[src/rtl/tt_pkg.sv]
// Shared types and constants for the truth-table extractor and its settle counter.
// No logic of its own; the row-write helper keeps the MSB-first bit ordering in one place.
package tt_pkg;

    localparam int TT_ROWS        = 8;
    localparam int TT_SEL_W       = 3;
    localparam int SETTLE_DEFAULT = 2;
    localparam int SETTLE_W       = 4;

    typedef enum logic [1:0] {
        IDLE = 2'd0,
        RUN  = 2'd1,
        DONE = 2'd2
    } tt_state_e;

    // Row 000 lives in the MSB, row 111 in the LSB.
    function automatic logic [TT_ROWS-1:0] tt_set_row(
        input logic [TT_ROWS-1:0]  tbl,
        input logic [TT_SEL_W-1:0] row,
        input logic                bit_val
    );
        logic [TT_ROWS-1:0] r;
        r = tbl;
        r[TT_SEL_W'(TT_ROWS-1) - row] = bit_val;
        return r;
    endfunction

endpackage

[src/rtl/tt_settle_counter.sv]
// Per-row dwell counter: counts 0..settle while enabled, flags the final cycle, then wraps to 0.
// One-cycle registered count, last is combinational from it; clr overrides en, no backpressure.
module tt_settle_counter
    import tt_pkg::*;
(
    input  logic                clk,
    input  logic                rst,
    input  logic                clr,
    input  logic                en,
    input  logic [SETTLE_W-1:0] settle,
    output logic                last
);

    logic [SETTLE_W-1:0] cnt_q;
    logic [SETTLE_W-1:0] cnt_d;

    assign last = (cnt_q == settle);

    always_comb begin
        cnt_d = cnt_q;
        if (clr) begin
            cnt_d = '0;
        end else if (en) begin
            cnt_d = last ? '0 : cnt_q + 1'b1;
        end
    end

    always_ff @(posedge clk) begin
        if (rst) begin
            cnt_q <= '0;
        end else begin
            cnt_q <= cnt_d;
        end
    end

endmodule

[src/rtl/tt_extractor.sv]
// Sweeps stim through rows 000..111, holds each SETTLE+1 cycles, samples dut_out into an 8-bit truth table.
// 8*(SETTLE+1) busy cycles then a one-cycle done; start ignored unless IDLE. TT_EXTRACT_CHECK_EN adds match.
module tt_extractor
    import tt_pkg::*;
#(
    parameter int SETTLE = SETTLE_DEFAULT
) (
    input  logic       clk,
    input  logic       rst,
    input  logic       start,
    output logic [2:0] stim,
    input  logic       dut_out,
    output logic       busy,
    output logic       done,
    output logic [7:0] table_out,
    input  logic [7:0] exp_table,
    output logic       match
);

    tt_state_e state_q;
    tt_state_e state_d;

    logic [TT_SEL_W-1:0] stim_q;
    logic [TT_SEL_W-1:0] stim_d;
    logic [TT_ROWS-1:0]  shadow_q;
    logic [TT_ROWS-1:0]  shadow_d;
    logic [TT_ROWS-1:0]  shadow_set;
    logic [TT_ROWS-1:0]  table_q;
    logic [TT_ROWS-1:0]  table_d;

    logic row_last;
    logic row_done;
    logic final_row;
    logic launch;

    tt_settle_counter u_settle (
        .clk    (clk),
        .rst    (rst),
        .clr    (state_q != RUN),
        .en     (state_q == RUN),
        .settle (SETTLE_W'(SETTLE)),
        .last   (row_last)
    );

    assign launch     = (state_q == IDLE) && start;
    assign row_done   = (state_q == RUN) && row_last;
    assign final_row  = row_done && (stim_q == TT_SEL_W'(TT_ROWS-1));
    assign shadow_set = tt_set_row(shadow_q, stim_q, dut_out);

    always_ff @(posedge clk) begin
        if (rst) begin
            state_q <= IDLE;
        end else begin
            state_q <= state_d;
        end
    end

    always_comb begin
        state_d = state_q;
        case (state_q)
            IDLE:    if (start) state_d = RUN;
            RUN:     if (final_row) state_d = DONE;
            DONE:    state_d = IDLE;
            default: state_d = IDLE;
        endcase
    end

    always_comb begin
        busy      = (state_q == RUN);
        done      = (state_q == DONE);
        stim      = stim_q;
        table_out = table_q;
    end

    // Row 111 is terminal: the counter is forced back to 000 instead of wrapping.
    always_comb begin
        stim_d = stim_q;
        if (row_done) begin
            stim_d = final_row ? '0 : stim_q + 3'd1;
        end
        if (state_q != RUN) begin
            stim_d = '0;
        end
    end

    // The shadow absorbs the sweep; table_out only ever sees a complete table.
    always_comb begin
        shadow_d = shadow_q;
        table_d  = table_q;
        if (launch) begin
            shadow_d = '0;
        end else if (row_done) begin
            shadow_d = shadow_set;
        end
        if (final_row) begin
            table_d = shadow_set;
        end
    end

    always_ff @(posedge clk) begin
        if (rst) begin
            stim_q   <= '0;
            shadow_q <= '0;
            table_q  <= '0;
        end else begin
            stim_q   <= stim_d;
            shadow_q <= shadow_d;
            table_q  <= table_d;
        end
    end

`ifdef TT_EXTRACT_CHECK_EN
    logic match_q;
    logic match_d;

    always_comb begin
        match_d = match_q;
        if (final_row) begin
            match_d = (shadow_set == exp_table);
        end
    end

    always_ff @(posedge clk) begin
        if (rst) begin
            match_q <= 1'b0;
        end else begin
            match_q <= match_d;
        end
    end

    assign match = match_q;
`else
    logic unused_exp_table;

    assign unused_exp_table = ^exp_table;
    assign match            = 1'b0;
`endif

endmodule
[config.mk]
export PLATFORM = sky130hd
export DESIGN_NAME = tt_extractor
export DESIGN_NICKNAME = d
export VERILOG_FILES = /design/src/rtl/tt_pkg.sv /design/src/rtl/tt_settle_counter.sv /design/src/rtl/tt_extractor.sv
export SDC_FILE = /design/constraint.sdc
export NUM_CORES = 1
export LEC_CHECK = 0
export ABC_AREA = 1
export ABC_CLOCK_PERIOD_IN_PS = 1480
export BUFFER_PORTS_ARGS = -buffer_cell sky130_fd_sc_hd__buf_2
export CAP_MARGIN = 20
export CORE_ASPECT_RATIO = 1.5
export CORE_MARGIN = 2
export CORE_UTILIZATION = 34
export CTS_CLUSTER_DIAMETER = 60
export DETAILED_ROUTE_END_ITERATION = 16
export MAX_ROUTING_LAYER = met4
export RECOVER_POWER = 100
export SLEW_MARGIN = 10
export SYNTH_ARGS = -nofsm -noshare
export SYNTH_HDL_FRONTEND = slang
export SYNTH_SLANG_ARGS = --single-unit
[constraint.sdc]
create_clock -name clk -period 1.48 [get_ports clk]
set_input_delay 0.222 -clock clk [delete_from_list [all_inputs] [get_ports clk]]
set_output_delay 0.222 -clock clk [all_outputs]
set_load 0.01 [all_outputs]
# ---- Word level (Yosys, flattened, before mapping)
# Cells that the tools add are included.
dict set report word_totals {
  ff_bits 25
  wordCells 33
  inputBits 12
}
dict set report classes {
  n_eq_ne 7
  order_cmp 2
  n_addsub 3
  n_reduce_logical 8
  mux 8
}
# op n
set ops {}
lappend ops {{$bwmux 8} 1}
lappend ops {{$add 4x1->4 const B} 1}
lappend ops {{$eq 4x2->1 const B} 1}
lappend ops {{$logic_and 1x1->1} 4}
lappend ops {{$lt 3x4->1 const B} 1}
lappend ops {{$mux 2} 2}
lappend ops {{$mux 4} 1}
lappend ops {{$ne 2x1->1 const B} 2}
lappend ops {{$pmux 2 s2} 1}
lappend ops {{$reduce_or 2->1} 2}
lappend ops {{$add 3x1->3 const B} 1}
lappend ops {{$demux 1 s3} 1}
lappend ops {{$eq 3x3->1 const B} 1}
lappend ops {{$ge 3x1->1 const B} 1}
lappend ops {{$mux 3} 1}
lappend ops {{$sub 3x3->3 const A} 1}
lappend ops {{$eq 2x1->1 const B} 1}
lappend ops {{$eq 2x2->1 const B} 1}
lappend ops {{$logic_not 2->1} 1}
lappend ops {{$ne 2x2->1 const B} 1}
lappend ops {{$reduce_and 2->1} 1}
lappend ops {{$mux 1} 1}

# ---- Logic depth before layout (Yosys ltp)
# Gate-level depths: netlist of run 1.
dict set report depth {
  depth_word 6
  depth_mapped 8
  depth_no_buf 7
}

# ---- By module
# A second synthesis of run 1 with hierarchy kept.
dict set report unflattened {
  cells_unflattened 220
  hier_area_um2 1407.6
}
# module area_per_inst_um2 instances cells_each
set by_module_without_submodules {}
lappend by_module_without_submodules {tt_extractor 1141.1 1 178}
lappend by_module_without_submodules {tt_settle_counter 266.5 1 42}

# ---- Worst setup path before layout of run 1
# OpenSTA, ideal clock, no wires.
dict set report synth_timing {
  path_type {register to register}
  startpoint {reg stim_q[0] (netlist: stim[0])}
  endpoint {reg table_q[3] (netlist: table_out[3])}
  t_arrival_ns 1.105
  slack_ns 0.266
  path_stages_with_launch 7
  setup_ns 0.109
  required_time_ns 1.371
  period_less_slack_ns 1.214
  path_buffers 0
  cell_sequence {dfxtp_1 > ha_1 > ha_1 > nand4_1 > nand2_1 > nand2_1 > inv_1}
}
dict set report synth_between {
  elab_chain_len 6
  word_cells_on_any_way 9
  cone_classes {add/sub (1); order compare (2); eq/ne (1); mux (3); reduce/logical (2)}
}
# item line_no
set synth_rtl {}
lappend synth_rtl {{start: declaration} tt_extractor.sv:23} ;# logic [TT_SEL_W-1:0] stim_q;
lappend synth_rtl {{start signal: assignment} tt_extractor.sv:106} ;# stim_q <= stim_d;
lappend synth_rtl {{$sub 3x3->3} tt_pkg.sv:24} ;# r[TT_SEL_W'(TT_ROWS-1) - row] = bit_val;
lappend synth_rtl {{$lt 3x4->1 (implied by the code) / $ge 3x1->1 (equally long branches)} tt_pkg.sv:24}
lappend synth_rtl {{$logic_and 1x1->1 (implied by the code)} tt_pkg.sv:24}
lappend synth_rtl {{$mux 1 (implied by the code)} tt_pkg.sv:24}
lappend synth_rtl {{$demux 1 s3} tt_pkg.sv:24}
lappend synth_rtl {{$bwmux 8} tt_pkg.sv:24}
lappend synth_rtl {{end signal: assignment} tt_extractor.sv:108} ;# table_q <= table_d;
lappend synth_rtl {{end: declaration} tt_extractor.sv:28} ;# logic [TT_ROWS-1:0] table_q;
# Several ways; a longest one is shown, not always the timed one.
# A chain may end at the register's enable or synchronous reset.

# ---- Worst setup path after layout of run 1
dict set report layout_timing {
  startpoint {reg stim_q[0] (netlist: stim[0])}
  endpoint {reg table_q[7] (netlist: table_out[7])}
}
# The elaborated chain is that of the path after synthesis.

==> impl_metrics.json, run 1 <==
{
  "clock_sinks": 25,
  "synthAdderAreaFrac_pct": 2.04,
  "cts_setup_buffers": 0,
  "dominantRegCellSynth": "dfxtp_1",
  "place_inst": 241,
  "seqCellArea_um2": 500,
  "clock_path_buffers": 2,
  "holdBufCountCts": 0,
  "synth-simple-area-share_pct": 37.9,
  "syn_area_per_cell_um2": 6.85,
  "die_area_um2": 4110,
  "setup_viol": 0,
  "leakage_nw": 0.677,
  "worstPathMaxFanout": 9,
  "grt_antenna_before_repair": 0,
  "slew_viol_final": 0,
  "clkTransAtPathRegs_ns": 0.09,
  "fin_skew_ns": 0.00150,
  "stdcell_count": 245,
  "ys_seq_elements": 25,
  "cp.arrival_ns": 1.49,
  "syn_area_um2": 1230,
  "synth_compound_area_share_pct": 8.27,
  "routed_wl_um": 2660,
  "yosysWarningCount": 0,
  "grt_pass1_wl_um": 4710,
  "pwr-share-comb_pct": 6.1,
  "crit_type": "reg2reg",
  "synthXorXnorAreaFrac_pct": 0,
  "critPathRequiredTime_ns": 1.66,
  "clockPowerShare_pct": 36.0,
  "yosysMostFrequentCell": "nand2_1",
  "synth_top_family_by_area": "simple AND/OR/NAND/NOR gates",
  "synthMuxAreaShare_pct": 0,
  "placed_area_um2": 1390,
  "power_density_nw_per_um2": 831,
  "synth_seq_area_share_pct": 40.8,
  "grt_pass1_vias": 1071,
  "finalWeightedCongestion": 0.816,
  "synth_nets": 193,
  "maxCapViolations": 0,
  "die_width_um": 53.0,
  "synth.distinct_cells": 23,
  "cts_resized": 0,
  "vias_per_cell": 4.59,
  "overflow": 0,
  "first_iter_violations": 15,
  "fin_nets": 218,
  "yosysTopAreaCell": "dfxtp_1",
  "finalCritPeriodShare_pct": 88.0,
  "synth_common_cells": "43 x nand2_1, 30 x nor2_1, 25 x dfxtp_1",
  "fmax_mhz": 768,
  "htree_levels": 1,
  "drc": 0,
  "clkLatencyLatePin_ns": 0.27,
  "p_sw_share_pct": 24.5,
  "start_util_pct": 35.9,
  "critPathCaptureType": "register",
  "synth.top_cell.area_share_pct": 40.8,
  "drt_first_pass_iters": 4,
  "layout-drive-gt1-share_pct": 13.3,
  "seqPwrFrac_pct": 57.9,
  "grt_max_degree": 16,
  "wire_per_inst_um": 10.9,
  "cp-start-kind": "register",
  "final_cell_area_um2": 1420,
  "grt_setup_unrepaired": "no",
  "synth-edff-count": 0,
  "status": "completed",
  "fp.dieH_um": 77.6,
  "power_switching_w": 0.000290,
  "dpl.hpwl_um": 2010,
  "ir_worst_vdd_uv": 448,
  "area_growth_pct": 16.0,
  "cts_tree": "done",
  "fillers": 385,
  "grtUsageTotal_pct": 15.2,
  "port_buffers": 16,
  "netlist_instances": 179,
  "cts_root_buf": "clkbuf_8",
  "vias": 1124,
  "internal_power_w": 0.000893,
  "cts_inserted_buffers": 3,
  "rows": 26,
  "pin_count": 26,
  "finalSetupTns_ns": 0,
  "antenna_cells": 0,
  "hp-class": "in2reg",
  "synth_area_leaders": "dfxtp_1 41%, nand2_1 13%, nor2_1 9.2%, inv_1 5.8%, nand4_1 4.6%",
  "hold_viol": 0,
  "ys_async_sr_fraction_pct": 0,
  "coreArea_um2": 3420,
  "antenna_left": 0,
  "multiInputGateArea_um2": 591,
  "post-route-min-period_ns": 1.30
}
## layout by cell type (no fill, tap or decap), types with 2 or more instances in the layout
cell,count
clkbuf_8,3
nor2_1,30
nand2_1,43
ha_1,2
inv_1,22
clkbuf_1,10
o22ai_1,2
o21ai_0,7
buf_4,9
o21ai_1,4
buf_2,6
dfxtp_1,25
nand4_1,9
nand3_1,10
nor2_4,4
clkinv_1,2
nor3_1,3
a21oi_1,6
## final timing paths
kind,start,end,slack (ns),cells after the start
setup / recovery,stim[0],table_out[7],0.18,8
hold / removal,rst,shadow_q[7],0.28,4
setup reg to reg,stim[0],table_out[7],0.18,8
hold reg to reg,table_out[6],table_out[6],0.47,2
## sequential cells by signal (all words and copies together), names as in the netlist
signal / cells
u_settle.cnt_q: 4
state_q: 2
shadow_q: 8
table_out: 8
stim: 3
## routing by layer
metal,global-route usage [%],routed length (um),vias to the layer above
li1,-,-,608
met1,17.8,1150,503
met2,26.4,1420,11
met3,1.92,68,2
met4,4.62,20,0
met5,-,0,-
## final cells by class
type                       count  area share, %
clock buffer                   3           2.90
clock inverter                 1          0.528
inverter                      24           6.33
multi-input combinational    124           41.5
sequential                    25           35.2
tap                           42           3.69
timing repair buffer          26           9.85
## kinds of logic (layout without fill, tap and decap cells)
family,count (synthesis),in the layout
flops,25,25
compound gates,19,19
buf+inv,30,54
simple gates,102,102
fa+ha+maj,2,2
other cells,1,1
## per-stage QoR
| step | worst slack, ns | utilization [%] | hold slack, ns | total power, W |
|---|---|---|---|---|
| 3_5_place_dp | 0.181 | 40.8 | 0.454 | 0.000775 |
| 5_1_grt | 0.0287 | 41.6 | 0.308 | 0.00123 |
| 3_3_place_gp | 0.182 | 40.8 | 0.452 | 0.000776 |
| 6_report | 0.177 | 41.6 | 0.284 | 0.00118 |
| 4_1_cts | 0.154 | 42.2 | 0.286 | 0.00120 |
| 2_1_floorplan | 0.266 | - | 0.397 | 0.000752 |
## power by group through the flow
stage | registers (W) | clock network (W) | logic [W]
after global placement | 0.000702 | 0 | 0.0000744
after CTS | 0.000686 | 0.000437 | 0.0000748
after detailed placement | 0.000701 | 0 | 0.0000739
after global routing | 0.000686 | 0.000458 | 0.0000812
final | 0.000685 | 0.000426 | 0.0000715
after floorplan | 0.000701 | 0 | 0.0000515
## critical path, stage by stage, from the launching register on
cell      delay, ns
dfxtp_1        0.37
buf_4          0.13
clkinv_1       0.20
nand3_1        0.15
nand2_1        0.07
nand2_1        0.06
nand3_1        0.09
nand2_1        0.09
inv_1          0.03
No activity file was read; power rests on OpenSTA's default activity.
==> run 2, diff against run 1 <==
--- a/config.mk
+++ b/config.mk
@@ -9,10 +9,10 @@
 export ABC_CLOCK_PERIOD_IN_PS = 1480
 export BUFFER_PORTS_ARGS = -buffer_cell sky130_fd_sc_hd__buf_2
 export CAP_MARGIN = 20
-export CORE_ASPECT_RATIO = 1.5
 export CORE_MARGIN = 2
 export CORE_UTILIZATION = 34
 export CTS_CLUSTER_DIAMETER = 60
+export CTS_CLUSTER_SIZE = 25
 export DETAILED_ROUTE_END_ITERATION = 16
 export MAX_ROUTING_LAYER = met4
 export RECOVER_POWER = 100
==> run 2 against run 1 <==
Cell count fell by 0.41%. Die area fell by 0.24%. Total power shrank 9.6%. Fmax shrank 2.7%. Clock power is 27% lower. Final area fell by 3.7%. Flip-flop and latch count is the same. Combinational power increased by 0.6%. Global-route usage shrank 0.76 points. Setup slack worse by 0.037 ns.
==> impl_metrics.json, run 2 (same netlist as run 1, synthesis figures left out) <==
{
  "htree_levels": 1,
  "path_cells": "ha_1, ha_1, nand3_2, nand2_1, nor2_1",
  "cts_tree": "done",
  "power_density_nw_per_um2": 780,
  "slew_viol_final": 0,
  "cts_root_buf": "clkbuf_4",
  "vias_per_cell": 4.54,
  "fillers": 383,
  "grt_pass1_vias": 1010,
  "first_iter_violations": 36,
  "worstPathMaxFanout": 6,
  "r2r_end": "stim[2]",
  "grt_setup_unrepaired": "no",
  "grtUsageTotal_pct": 14.5,
  "die_area_um2": 4100,
  "final_common_cell": "nand2_1",
  "clkTransAtPathRegs_ns": 0.14,
  "leakage_nw": 0.648,
  "drt_first_pass_iters": 4,
  "cts_inserted_buffers": 3,
  "port_buffers": 16,
  "reg2reg_depth": 5,
  "finalSetupTns_ns": 0,
  "pre_cts_slack_ns": 0.166,
  "coreArea_um2": 3390,
  "cp-start-kind": "register",
  "grt_antenna_before_repair": 0,
  "r2r_start": "stim[0]",
  "seqCellArea_um2": 500,
  "clkLatencyLatePin_ns": 0.32,
  "cp_slowest_cell": "dfxtp_1",
  "antenna_left": 0,
  "layout-drive-gt1-share_pct": 12.1,
  "status": "completed",
  "setup_slack_ns": 0.141,
  "cts_resized": 0,
  "cp_num_cells": 5,
  "fp.dieH_um": 64.1,
  "cp_top_family": "simple AND/OR/NAND/NOR gates",
  "dpl.hpwl_um": 1890,
  "wire_per_inst_um": 10.7,
  "vias": 1108,
  "drc": 0,
  "slowest_delay_ns": 0.36,
  "overflow": 0,
  "fin_skew_ns": 0.00998,
  "critPathRequiredTime_ns": 1.70,
  "critPathCaptureType": "register",
  "hold_viol": 0,
  "post-route-min-period_ns": 1.34,
  "crit_path_end": "stim[2]",
  "rrSetupSlack_ns": 0.14,
  "maxCapViolations": 0,
  "fmax_mhz": 747,
  "final_cell_mix": "43 x nand2_1, 30 x nor2_1, 25 x dfxtp_1",
  "pin_count": 26,
  "multiInputGateArea_um2": 594,
  "die_width_um": 64.1,
  "fin_nets": 213,
  "rows": 21,
  "clock_path_buffers": 2,
  "finalWeightedCongestion": 0.750,
  "area_growth_pct": 11.7,
  "holdBufCountCts": 0,
  "antenna_cells": 0,
  "routed_wl_um": 2610,
  "critical_path_buf_inv_count": 0,
  "ir_worst_vdd_uv": 253,
  "cp.arrival_ns": 1.56,
  "hp-class": "in2reg",
  "cts_setup_buffers": 0,
  "setup_viol": 0,
  "cp-startpoint": "stim[0]",
  "grt_max_degree": 15,
  "start_util_pct": 36.2,
  "finalCritPeriodShare_pct": 90.5,
  "grt_pass1_wl_um": 4570,
  "crit_type": "reg2reg",
  "crit_top_cell": "ha_1",
  "clock_sinks": 25
}
-- run 2: where the power goes --
part	internal (W)	total, W	switching, W
Clock	0.000101	0.000310	0.000209
Combinational	0.0000218	0.0000719	0.0000501
Sequential	0.000680	0.000686	0.00000584
Total	0.000803	0.00107	0.000265
-- run 2: how the worst min path moves through the flow --
stage                      start  depth (start not counted)  slack, ns            to
CTS                          rst                          4       0.23   shadow_q[1]
floorplan                    rst                          3       0.40   shadow_q[0]
finish                       rst                          4       0.23   shadow_q[0]
global route                 rst                          4       0.24   shadow_q[7]
detailed placement  table_out[6]                          2       0.46  table_out[6]
global placement    table_out[1]                          2       0.45  table_out[1]
-- run 2: metrics by stage --
stage | hold WS, ns | instance area, um^2 | utilization [%] | power, W | cells
after floorplan | 0.397 | 1230 | - | 0.000752 | 179
after detailed placement | 0.460 | 1360 | 40.1 | 0.000776 | 240
after CTS | 0.228 | 1390 | 40.9 | 0.00109 | 244
after global routing | 0.244 | 1370 | 40.4 | 0.00112 | 244
final | 0.235 | 1370 | 40.4 | 0.00107 | 244
after global placement | 0.450 | 1360 | 40.1 | 0.000775 | 240
-- run 2: metal layers --
metal / GRT usage, % / share of wire, % / routed length (um)
met1: 19.0 / 52 / 1340
met3: 2.64 / 3.0 / 79
met5: - / 0 / 0
met4: 5.71 / 1.0 / 27
met2: 22.0 / 44 / 1160
-- run 2: worst reg2reg max path: stages (launching register included) --
cell and delay (ns):
dfxtp_1 0.36, ha_1 0.15, ha_1 0.27, nand3_2 0.19, nand2_1 0.19, nor2_1 0.08
-- run 2: cell type report --
class | instances | area share, %
timing repair buffer | 21 | 7.31
tap | 46 | 4.20
sequential | 25 | 36.5
clock inverter | 1 | 0.365
clock buffer | 3 | 1.64
inverter | 24 | 6.58
multi-input combinational | 124 | 43.4
